<file path="src/rtl/fetch_unit.sv">
// Instruction fetch unit: single-outstanding memory requester feeding a
// 2-entry {pc, inst} queue toward the IF/ID register, with branch redirect.
module fetch_unit #(
  parameter logic [31:0] RESET_PC = 32'h0000_0000
) (
  input  logic        clk,
  input  logic        rst,
  input  logic        pcsrc,
  input  logic [31:0] brpc,
  output logic        imem_req,
  output logic [31:0] imem_addr,
  input  logic        imem_rvalid,
  input  logic [31:0] imem_rdata,
  output logic        id_valid,
  input  logic        id_ready,
  output logic [31:0] id_pc,
  output logic [31:0] id_inst,
  output logic [1:0]  q_count
);

  typedef enum logic [1:0] {
    S_IDLE = 2'd0,
    S_WAIT = 2'd1,
    S_DROP = 2'd2
  } state_e;

  state_e      state_q, state_d;
  logic [31:0] fetch_pc_q, fetch_pc_d;
  logic [31:0] req_pc_q, req_pc_d;
  logic [31:0] pc_mem_q   [2];
  logic [31:0] inst_mem_q [2];
  logic        wr_ptr_q, wr_ptr_d;
  logic        rd_ptr_q, rd_ptr_d;
  logic [1:0]  count_q, count_d;

  logic        push, pop, issue;
  logic [1:0]  occ_next;
  logic [31:0] brpc_aligned;

  assign brpc_aligned = brpc & ~32'h0000_0003;

  // Queue handshakes; a redirect suppresses both push and pop.
  assign push     = !rst && !pcsrc && (state_q == S_WAIT) && imem_rvalid;
  assign id_valid = !rst && !pcsrc && (count_q != 2'd0);
  assign pop      = id_valid && id_ready;
  assign occ_next = count_q + {1'b0, push} - {1'b0, pop};

  // A new request may go out only if its response is guaranteed a queue slot.
  assign issue = !rst && !pcsrc && (state_q != S_DROP) &&
                 ((state_q == S_IDLE) || imem_rvalid) && (occ_next < 2'd2);

  // FSM: state register
  always_ff @(posedge clk) begin
    if (rst) begin
      state_q <= S_IDLE;
    end else begin
      state_q <= state_d;
    end
  end

  // FSM: next-state logic
  always_comb begin
    state_d = state_q;
    unique case (state_q)
      S_IDLE: begin
        if (issue) state_d = S_WAIT;
      end
      S_WAIT: begin
        if (imem_rvalid) begin
          state_d = issue ? S_WAIT : S_IDLE;
        end else if (pcsrc) begin
          state_d = S_DROP;
        end
      end
      S_DROP: begin
        if (imem_rvalid) state_d = S_IDLE;
      end
      default: state_d = S_IDLE;
    endcase
  end

  // FSM: outputs
  always_comb begin
    imem_req  = issue;
    imem_addr = fetch_pc_q;
  end

  always_comb begin
    fetch_pc_d = fetch_pc_q;
    if (rst) begin
      fetch_pc_d = RESET_PC;
    end else if (pcsrc) begin
      fetch_pc_d = brpc_aligned;
    end else if (issue) begin
      fetch_pc_d = fetch_pc_q + 32'd4;
    end
  end

  assign req_pc_d = issue ? fetch_pc_q : req_pc_q;

  always_comb begin
    wr_ptr_d = wr_ptr_q ^ push;
    rd_ptr_d = rd_ptr_q ^ pop;
    count_d  = occ_next;
    if (rst || pcsrc) begin
      wr_ptr_d = 1'b0;
      rd_ptr_d = 1'b0;
      count_d  = 2'd0;
    end
  end

  always_ff @(posedge clk) begin
    if (rst) begin
      fetch_pc_q <= RESET_PC;
      wr_ptr_q   <= 1'b0;
      rd_ptr_q   <= 1'b0;
      count_q    <= 2'd0;
    end else begin
      fetch_pc_q <= fetch_pc_d;
      wr_ptr_q   <= wr_ptr_d;
      rd_ptr_q   <= rd_ptr_d;
      count_q    <= count_d;
    end
  end

  // Queue storage and request-PC tracking carry data only, so they are not reset.
  always_ff @(posedge clk) begin
    req_pc_q <= req_pc_d;
    if (push) begin
      pc_mem_q[wr_ptr_q]   <= req_pc_q;
      inst_mem_q[wr_ptr_q] <= imem_rdata;
    end
  end

  always_comb begin
    id_pc   = 32'd0;
    id_inst = 32'd0;
    if (id_valid) begin
      id_pc   = pc_mem_q[rd_ptr_q];
      id_inst = inst_mem_q[rd_ptr_q];
    end
  end

  assign q_count = rst ? 2'd0 : count_q;

endmodule

</file>
<file path="config.mk">
export PLATFORM = sky130hd
export DESIGN_NAME = fetch_unit
export DESIGN_NICKNAME = d
export VERILOG_FILES = /design/src/rtl/fetch_unit.sv
export SDC_FILE = /design/constraint.sdc
export NUM_CORES = 1
export LEC_CHECK = 0
export CORE_ASPECT_RATIO = 1.5
export CORE_MARGIN = 2
export CORE_UTILIZATION = 46
export DETAILED_ROUTE_END_ITERATION = 10
export GPL_TIMING_DRIVEN = 0
export PLACE_DENSITY = 0.75
export SYNTH_ARGS = -nofsm -noshare
export SYNTH_HDL_FRONTEND = slang
export SYNTH_SLANG_ARGS = --single-unit
</file>
<file path="constraint.sdc">
create_clock -name clk -period 3.9 [get_ports clk]
set_clock_uncertainty 0.15 [all_clocks]
set_input_delay 0.78 -clock clk [delete_from_list [all_inputs] [get_ports clk]]
set_output_delay 0.78 -clock clk [all_outputs]
set_load 0.005 [all_outputs]
</file>
**Word level (Yosys, flattened, before mapping)**

Memory sizes are Yosys's and may differ from the RTL's. A register that Yosys moved wholly into a read port is not among the register bits.
Cells that the tools add are included.

- Register bits: 70
- RAM bits: 128
- Input port bits: 69
- Output and inout bits: 100
- Logic and storage cells: 54
- Memories kept: 2

- Add/sub/neg operators: 3
- Magnitude comparators: 1
- Equal/unequal tests: 6
- Muxes and demuxes: 15
- Bitwise operators: 2
- Reductions and logical operators: 18

Memory list:

| memory | depth | bits a word | rd ports | clocked after memory_dff | wr ports | RTL line | source |
|---|---|---|---|---|---|---|---|
| inst_mem_q | 2 | 32 | 1 | 1 | 1 | 31 | `logic [31:0] inst_mem_q [2];` |
| pc_mem_q | 2 | 32 | 1 | 1 | 1 | 30 | `logic [31:0] pc_mem_q [2];` |

Operators by type and width:

| cell | number |
|---|---|
| two-way mux 32 bit | 4 |
| adder 32 x 3 -> 32 bit (second input constant) | 1 |
| two-way mux 2 bit | 5 |
| logical AND 1 bit | 8 |
| inequality test 2 bit (second input constant) | 3 |
| case mux 2 bit (3 select lines) | 1 |
| two-way mux 1 bit | 5 |
| nonzero test 2 bit | 2 |
| OR reduction 2 bit | 2 |
| inequality test 3 bit (second input constant) | 1 |
| AND reduction 3 bit | 1 |
| adder 2 x 1 -> 2 bit | 1 |
| == test 2 x 1 -> 1 bit (second input constant) | 1 |
| == test 2 bit (second input constant) | 1 |
| zero test 1 bit | 2 |
| zero test 2 bit | 1 |
| logical OR 1 bit | 2 |
| less-than comparator 2 bit (second input constant) | 1 |
| subtractor 2 x 1 -> 2 bit | 1 |
| XOR 1 bit | 2 |

**Logic depth before layout (Yosys ltp)**

- Depth in word-level cells: 11
- Gate-level depth with buffers: 12

**Worst setup path after synthesis**

OpenSTA, ideal clock, no wires.

- Path type: in2out
- From: input rst
- To: output imem_req
- Arrival: 3,039 ps
- Required time: 2,970 ps
- Slack: -69 ps
- Stages: 9
- Buffers on the path: 0
- Cell sequence: inv_1 -> nand2_1 -> or3_1 -> ha_1 -> inv_1 -> ha_1 -> xnor3_2 -> o211ai_1 -> inv_1

- Cells in the longest elaborated chain, start to end: 8
- Elaborated cells on any way between the ends: 12

RTL lines:

| what | RTL line | source |
|---|---|---|
| from (decl) | 7 | `input logic rst,` |
| zero test 1 bit * | 43, 44, 49 |  |
| logical AND 1 bit * | 43, 44, 49 |  |
| logical AND 1 bit (2 in a row) | 43 | `assign push = !rst && !pcsrc && (state_q == S_WAIT) && imem_rvalid;` |
| adder 2 x 1 -> 2 bit | 46 | `assign occ_next = count_q + {1'b0, push} - {1'b0, pop};` |
| subtractor 2 x 1 -> 2 bit | 46 |  |
| less-than comparator 2 bit | 50 | `((state_q == S_IDLE) \|\| imem_rvalid) && (occ_next < 2'd2);` |
| logical AND 1 bit * | 50 |  |
| to (decl) | 10 | `output logic imem_req,` |

Mark *: on every way between the ends. The rest lies on a longest branch, timed or not.

**Worst setup path in the final report**

- From: input pcsrc
- To: output imem_req

- Cells in the longest elaborated chain, start to end: 8
- Elaborated cells on any way between the ends: 12

RTL lines:

| what | RTL line | source |
|---|---|---|
| from (decl) | 8 | `input logic pcsrc,` |
| zero test 1 bit * | 43, 44, 49 |  |
| logical AND 1 bit * | 43, 44, 49 |  |
| logical AND 1 bit (2 in a row) | 43 |  |
| adder 2 x 1 -> 2 bit | 46 |  |
| subtractor 2 x 1 -> 2 bit | 46 |  |
| less-than comparator 2 bit | 50 |  |
| logical AND 1 bit * | 50 |  |

Marked as above.

==> summary.txt <==
Detailed routing
  • DR iter-0 viols: approximately 360
  • Post-Route WL: 18.8 mm
  • DR vias: around 5.4k
  • Vias per cell: between 5 and 6
  • Routed WL per cell: approximately 19 um
  • DR pass1 iterations: 5
  • Drt drc: 0
  • Post-route ant nets: 0

Global route
  • Initial antenna violation count: 1
  • Largest net degree at the start of global routing: 63
  • Total Routing Usage GR: 0.210
  • First-pass GRT wire length: 28.2 mm
  • Vias in the first global route: between 5k and 6k
  • Grt ovf: 0

Synthesis
  • Top_reg_cell synth: edfxtp_1
  • #FFs+latches synth: 190
  • Post-synthesis cell count: approximately 560
  • Async SR Flop Fraction: 0
  • Synth Cell Area: 7780 um2
  • Register area share after synthesis: 0.687
  • Post-synth EDFFs: 154
  • Area contributors post-synth: edfxtp_1 (59%), dfxtp_1 (9.3%), mux2i_1 (8.2%), nor2_1 (4.3%), a311oi_1 (1.6%)
  • Syn Area/Cell: around 14 um2
  • Yosys top cell by area: edfxtp_1
  • Share of the synthesized area in the top cell type: 0.594
  • Synth Warn #: 0
  • Netlist cell types: 54

Power
  • Cell leakage power: 3.33 nW
  • VDD IR max: 272 uV
  • Power per cell area: between 400 and 500 nW/um2

Final layout
  • Nets: about 840
  • Synth-to-layout area growth: 33.5%
  • Layout fillers: 1344
  • Layout cells sized above 1: 0.0943
  • Non-filler cells, final: approximately 990
  • Register area: 5350 um2
  • Area occupied by multi-input gates: about 2300 um2

Floorplan
  • I/O Pins: about 170
  • Die height: around 160 um
  • # rows: 58
  • Core area: roughly 17000 um2
  • Chip width: about 110 um
  • Die area: 18000 um2
  • Initial Util: 0.466

STA
  • RSZ-0062 raised after global routing: no
  • Fmax: around 0.26 GHz
  • Post-layout minimum cycle time: 3.86 ns
  • Worst Tran Pin Value: 0.898 ns
  • Final hold vios: 0
  • Setup TNS: 0 ns
  • Rel. slew slack: 0.401
  • Tcrit/Tclk final: 0.989
  • Final-report max-slew violation count: 0
  • Final setup viols: 0

Run status
  • Outcome: finished, final reports clean

Critical path
  • CP max FO: 5
  • Critical path arrival: just under 3 ns
  • Critical path type: primary input to output port
  • Worst Path Required: just under 3 ns
  • Critical Path Sink Type: output port
  • Startpoint Class: primary input

Run
  • MaxCap Viol Count: 0

Clock network
  • Hold-fix buffers, CTS: 0
  • CTS Buffer Depth: 2
  • CTS sink cnt: 190
  • CTS H-tree depth: 4
  • CTS clk-pin slew, worst paths: 0.07 ns
  • Worst-skew pair later-pin latency: ~0.42 ns
  • TritonCTS Buffers: 17
  • Root Driver: clkbuf_16
  • CTS tree: built

Placed design
  • Buffers added on ports: 162
  • Dpl hpwl: roughly 13 mm
  • Dpl cells: between 900 and 1k
  • RePlAce Congestion: between 0.9 and 1

Worst hold path
  • Min-Delay Path Class: flop to flop
[synth_stat cells, drive strengths merged (4+ instances only)]
library cell and number:
a211oi 7, a21oi 5, nand2 15, a311oi 14
inv 14, mux2i 64, o21ai 10, edfxtp 154
nor3 6, nand3 7, and3 4, buf 13
nor2 91, ha 5, and4 6, o31a 4
nor4 4, o2111a 4, clkbuf 24, dfxtp 36
or4 9, nand4 13, and2 4, nor2b 5
o41ai 4, o31ai 7
[cell type report]
type                       count  area share
timing repair inverter         1    0.000723
inverter                      14     0.00566
sequential                   190       0.515
timing repair buffer         175       0.165
buffer                        37      0.0165
antenna                        1    0.000241
clock buffer                  19      0.0417
clock inverter                13      0.0126
tap                          210      0.0253
multi-input combinational    325       0.217
[per-layer routing]
layer / GRT usage / vias up / wire length (um)
met2: 0.388 / 215 / 10100
met1: 0.226 / 2573 / 7000
met5: 0 / - / 0
met3: 0.0419 / 39 / 1170
li1: - / 2543 / -
met4: 0.0932 / 0 / 551
[critical path, stage by stage]
cell        delay (ns)
clkbuf_2          0.16
inv_4             0.09
nand2_2           0.08
or3_4             0.38
ha_1              0.27
inv_1             0.06
ha_2              0.18
xnor3_2           0.27
o211ai_1          0.23
clkinvlp_4        0.26
clkbuf_2          0.16
[cells in the final DEF (no fill, tap or decap), types with 3 or more instances in the layout]
| master | n |
|---|---|
| o21ai_0 | 10 |
| o41a_1 | 3 |
| clkbuf_2 | 3 |
| or4_1 | 9 |
| nor2b_1 | 5 |
| a211oi_1 | 7 |
| a21oi_1 | 5 |
| clkbuf_1 | 26 |
| buf_4 | 17 |
| and2_1 | 4 |
| o2111a_1 | 4 |
| inv_6 | 4 |
| edfxtp_1 | 154 |
| nor3_1 | 6 |
| mux2i_1 | 64 |
| xnor2_1 | 3 |
| o31a_1 | 4 |
| o31ai_1 | 7 |
| clkdlybuf4s50_1 | 158 |
| buf_2 | 5 |
| conb_1 | 4 |
| nand3_1 | 7 |
| nor4_1 | 4 |
| inv_1 | 11 |
| clkbuf_16 | 17 |
| and4_1 | 6 |
| dfxtp_1 | 36 |
| a311oi_1 | 14 |
| nand4_1 | 13 |
| nand2_1 | 14 |
| clkinvlp_4 | 6 |
| nor2_1 | 90 |
| and3_1 | 4 |
| o41ai_1 | 4 |
[stage by stage]
step	utilization	worst slack, ns	total power [W]	hold slack, ns	instance area [um2]
after floorplan	-	0.00539	0.00240	0.271	7800
after global placement	0.580	-1.63	0.00256	0.273	9680
after detailed placement	0.582	-1.67	0.00256	0.283	9710
after CTS	0.621	-0.214	0.00422	0.296	10400
after global routing	0.622	0.000530	0.00432	0.305	10400
final	0.622	0.0432	0.00419	0.291	10400
[cells by family after synthesis]
group | after synthesis | synth area share
xor gates and xnor gates | 5 | 0.00756
muxes | 64 | 0.0823
adders and majority gates | 5 | 0.00804
other | 1 | 0.000482
and+or+nand+nor | 172 | 0.107
buffers and inverters | 51 | 0.0288
AOI/OAI and AO/OA | 75 | 0.0788
DFF | 190 | 0.687
[flip-flops by register name (all words and copies together) (netlist names)]
signal      cells
count_q         2
rd_ptr_q        1
imem_addr      30
wr_ptr_q        1
state_q         2
pc_mem_q       60
req_pc_q       30
inst_mem_q     64
[where the power goes]
part           internal, W  leakage, nW  total (W)  switching [W]
sequential         0.00223         1.71    0.00228      0.0000483
combinational     0.000143         1.36   0.000252       0.000109
clock             0.000897        0.265    0.00166       0.000758
total              0.00327         3.33    0.00419       0.000915
[final timing paths]
check / start / end / slack, ns / depth (start not counted)
setup / recovery: pcsrc / imem_req / 0.04 / 11
hold / removal: req_pc_q[31] / pc_mem_q[1][31] / 0.29 / 0
setup reg to reg: count_q[1] / req_pc_q[2] / 0.38 / 17
hold reg to reg: req_pc_q[31] / pc_mem_q[1][31] / 0.29 / 0
[what timing repair did]
| item | 4_1_cts | 5_1_grt |
|---|---|---|
| cloned | 1 | 0 |
| buffers inserted | 11 | 2 |
| setup endpoints to repair | 98 | 16 |
| pin swaps | 1 | 0 |
| resized for setup | 7 | 8 |
Power figures use the tool's default switching activity.
==> RTL change, RTL diff (config.mk and constraints unchanged) <==
Put a register stage on the output `q_count`, without a reset. The value now appears one clock later. The other outputs are not delayed to match.
--- a/src/rtl/fetch_unit.sv
+++ b/src/rtl/fetch_unit.sv
@@ -141,7 +141,9 @@
     end
   end
 
-  assign q_count = rst ? 2'd0 : count_q;
+  always_ff @(posedge clk) begin
+    q_count <= rst ? 2'd0 : count_q;
+  end
 
 endmodule
 
Check against the original RTL: not equivalent (a bounded check fails within 4 cycles, from zero or initial values and one cycle with rst high).
==> RTL change against the original RTL <==
  * Setup slack better by 0.040 ns
  * Critical path depth is the same
  * Routed wire length fell by 2.1%
  * Sequential cell count up 2
  * Area after synthesis is 0.85% higher
  * Design area increased by 0.37%
  * Highest routed layer unchanged
  * Worst hold slack improved by 0.011 ns
  * Total power up 0.98%
==> RTL change: results (changes against the original RTL) <==
[status]
status = complete, no violations  ; unchanged

[clock_tree]
cts-root-buf = clkbuf_16  ; unchanged
clockBufferDepth = 2  ; unchanged
htree_levels = 4  ; unchanged
clk_pin_slew_worst_paths_ns = 0.07  ; about the same

[placed_design]
gp_congestion = 0.915  ; was 0.917
numPortBuffers = 161  ; was 162
place_hpwl_microns = 13000  ; was 13100 microns
placed_cell_area_sq_mm = 0.00977  ; was 0.00971 sq mm

[setup_path]
max_stage_delay_ns = 0.39
r2r_slack_ns = 0.57  ; was 0.38 ns
cp_top_family = buffers and inverters  ; unchanged
r2r_cells = 11  ; was 17
reg2reg_to = imem_addr[23]  ; was req_pc_q[2]
cp.arrival_ns = 2.89  ; was 2.93 ns

[timing]
relSlewSlack = 0.401  ; about the same

[min_path]
whs_endpoint = pc_mem_q[0][2]  ; was pc_mem_q[1][31]
hp-start = req_pc_q[2]  ; was req_pc_q[31]
hold_depth = 0  ; unchanged

[route]
avgRoutedWirePerCell_microns = 18.6  ; was 19.1 microns
first_pass_iters = 6  ; was 5
drt_iter0_markers = 323  ; was 358
vias = 5390  ; was 5370

[grt]
grt_pass1_vias = 5606  ; was 5487
antenna_found_initial = 0  ; was 1
grt_first_pass_wirelength_microns = 28400  ; was 28200 microns
grt_use_total = 0.201  ; was 0.210

[synth]
ys_seq_area_frac = 0.686  ; was 0.687
synth_flop_cell = edfxtp_1  ; unchanged
synthTopCellsByArea = edfxtp_1, dfxtp_1, mux2i_1  ; unchanged
synth_top_cells_by_count = edfxtp_1, nor2_1, mux2i_1  ; unchanged
synth_edf_count = 154  ; unchanged
yosysWarnings = 0  ; unchanged

[final_layout]
nets = 840  ; was 835
reg_top3 = inst_mem_q (64), pc_mem_q (60)  ; unchanged
fin_area_sq_mm = 0.0104  ; about the same
fillers = 1298  ; was 1344
diodes = 0  ; was 1
drive_gt1_frac = 0.0809  ; was 0.0943

[pwr]
sw_frac_of_total = 0.228  ; was 0.218
comb_power_share = 0.059
power_frac_seq = 0.545  ; about the same
power.static_leakage_nw = 3.36  ; was 3.33 nW
power_switching_mw = 0.963  ; was 0.915 mW
peakVddDrop_mv = 0.245  ; was 0.272 mV

RTL change: changes by cell type after synthesis, moves of 6 or more:
cell,delta
a2111oi_0,+9
or4_1,-6
nand4_1,-8
nor4_1,+11
nor2_1,+6
RTL change: cell families (layout without fill, tap and decap cells):
kind of cell / after synthesis / in the layout / synth area share
muxes: 64 / 64 / 0.0816
and+or+nand+nor: 192 / 192 / 0.119
DFF: 192 / 192 / 0.686
xor gates and xnor gates: 3 / 3 / 0.00510
adders and majority gates: 5 / 5 / 0.00797
buffers and inverters: 55 / 253 / 0.0305
AOI/OAI and AO/OA: 66 / 66 / 0.0695
other: 1 / 4 / 0.000478
RTL change: worst reg2reg max path: stages, from the launching register on:
cell	delay, ns
dfxtp_1	0.33
or2_2	0.31
and3_1	0.23
ha_4	0.28
inv_2	0.03
ha_4	0.14
xnor3_2	0.22
buf_4	0.14
o211ai_1	0.10
clkbuf_1	0.33
o41a_1	0.50
a2111oi_0	0.41
RTL change: layer usage:
metal | up-vias | wire length, microns | GRT usage
met5 | - | 0 | 0
met4 | 0 | 475 | 0.0864
met3 | 29 | 1020 | 0.0458
met2 | 219 | 10100 | 0.383
met1 | 2585 | 6860 | 0.211
li1 | 2557 | - | -
RTL change: worst max-delay path by stage:
stage,from,slack (ns),end,depth (start not counted)
after floorplan,rst,-0.15,imem_req,9
final,pcsrc,0.08,imem_req,11
after detailed placement,pcsrc,-1.74,imem_req,11
after global placement,pcsrc,-1.67,imem_req,11
after CTS,pcsrc,0.04,imem_req,11
after global routing,rst,0.02,id_pc[2],6
RTL change: timing repair:
| action | CTS | global route |
|---|---|---|
| gates resized for setup | 13 | 7 |
| buffers inserted | 5 | 0 |
| endpoints found under the setup margin | 109 | 4 |
| gates cloned | 1 | 0 |
| pin swaps | 1 | 3 |
RTL change: cell type report:
cell class | count | share of cell area
flip-flops and latches | 192 | 0.517
multi-input cells | 334 | 0.220
repair buffers | 166 | 0.158
clock buffers | 18 | 0.0421
well taps | 210 | 0.0252
plain buffers | 36 | 0.0172
clock inverters | 14 | 0.0133
inverters | 18 | 0.00684
repair inverters | 1 | 0.000480
RTL change: through the flow:
stage | setup slack [ns] | hold slack (ns) | std cells
6_report | 0.0833 | 0.301 | 989
4_1_cts | 0.0420 | 0.301 | 990
3_5_place_dp | -1.74 | 0.283 | 952
5_1_grt | 0.0183 | 0.309 | 989
2_1_floorplan | -0.149 | 0.271 | 581
3_3_place_gp | -1.67 | 0.274 | 952
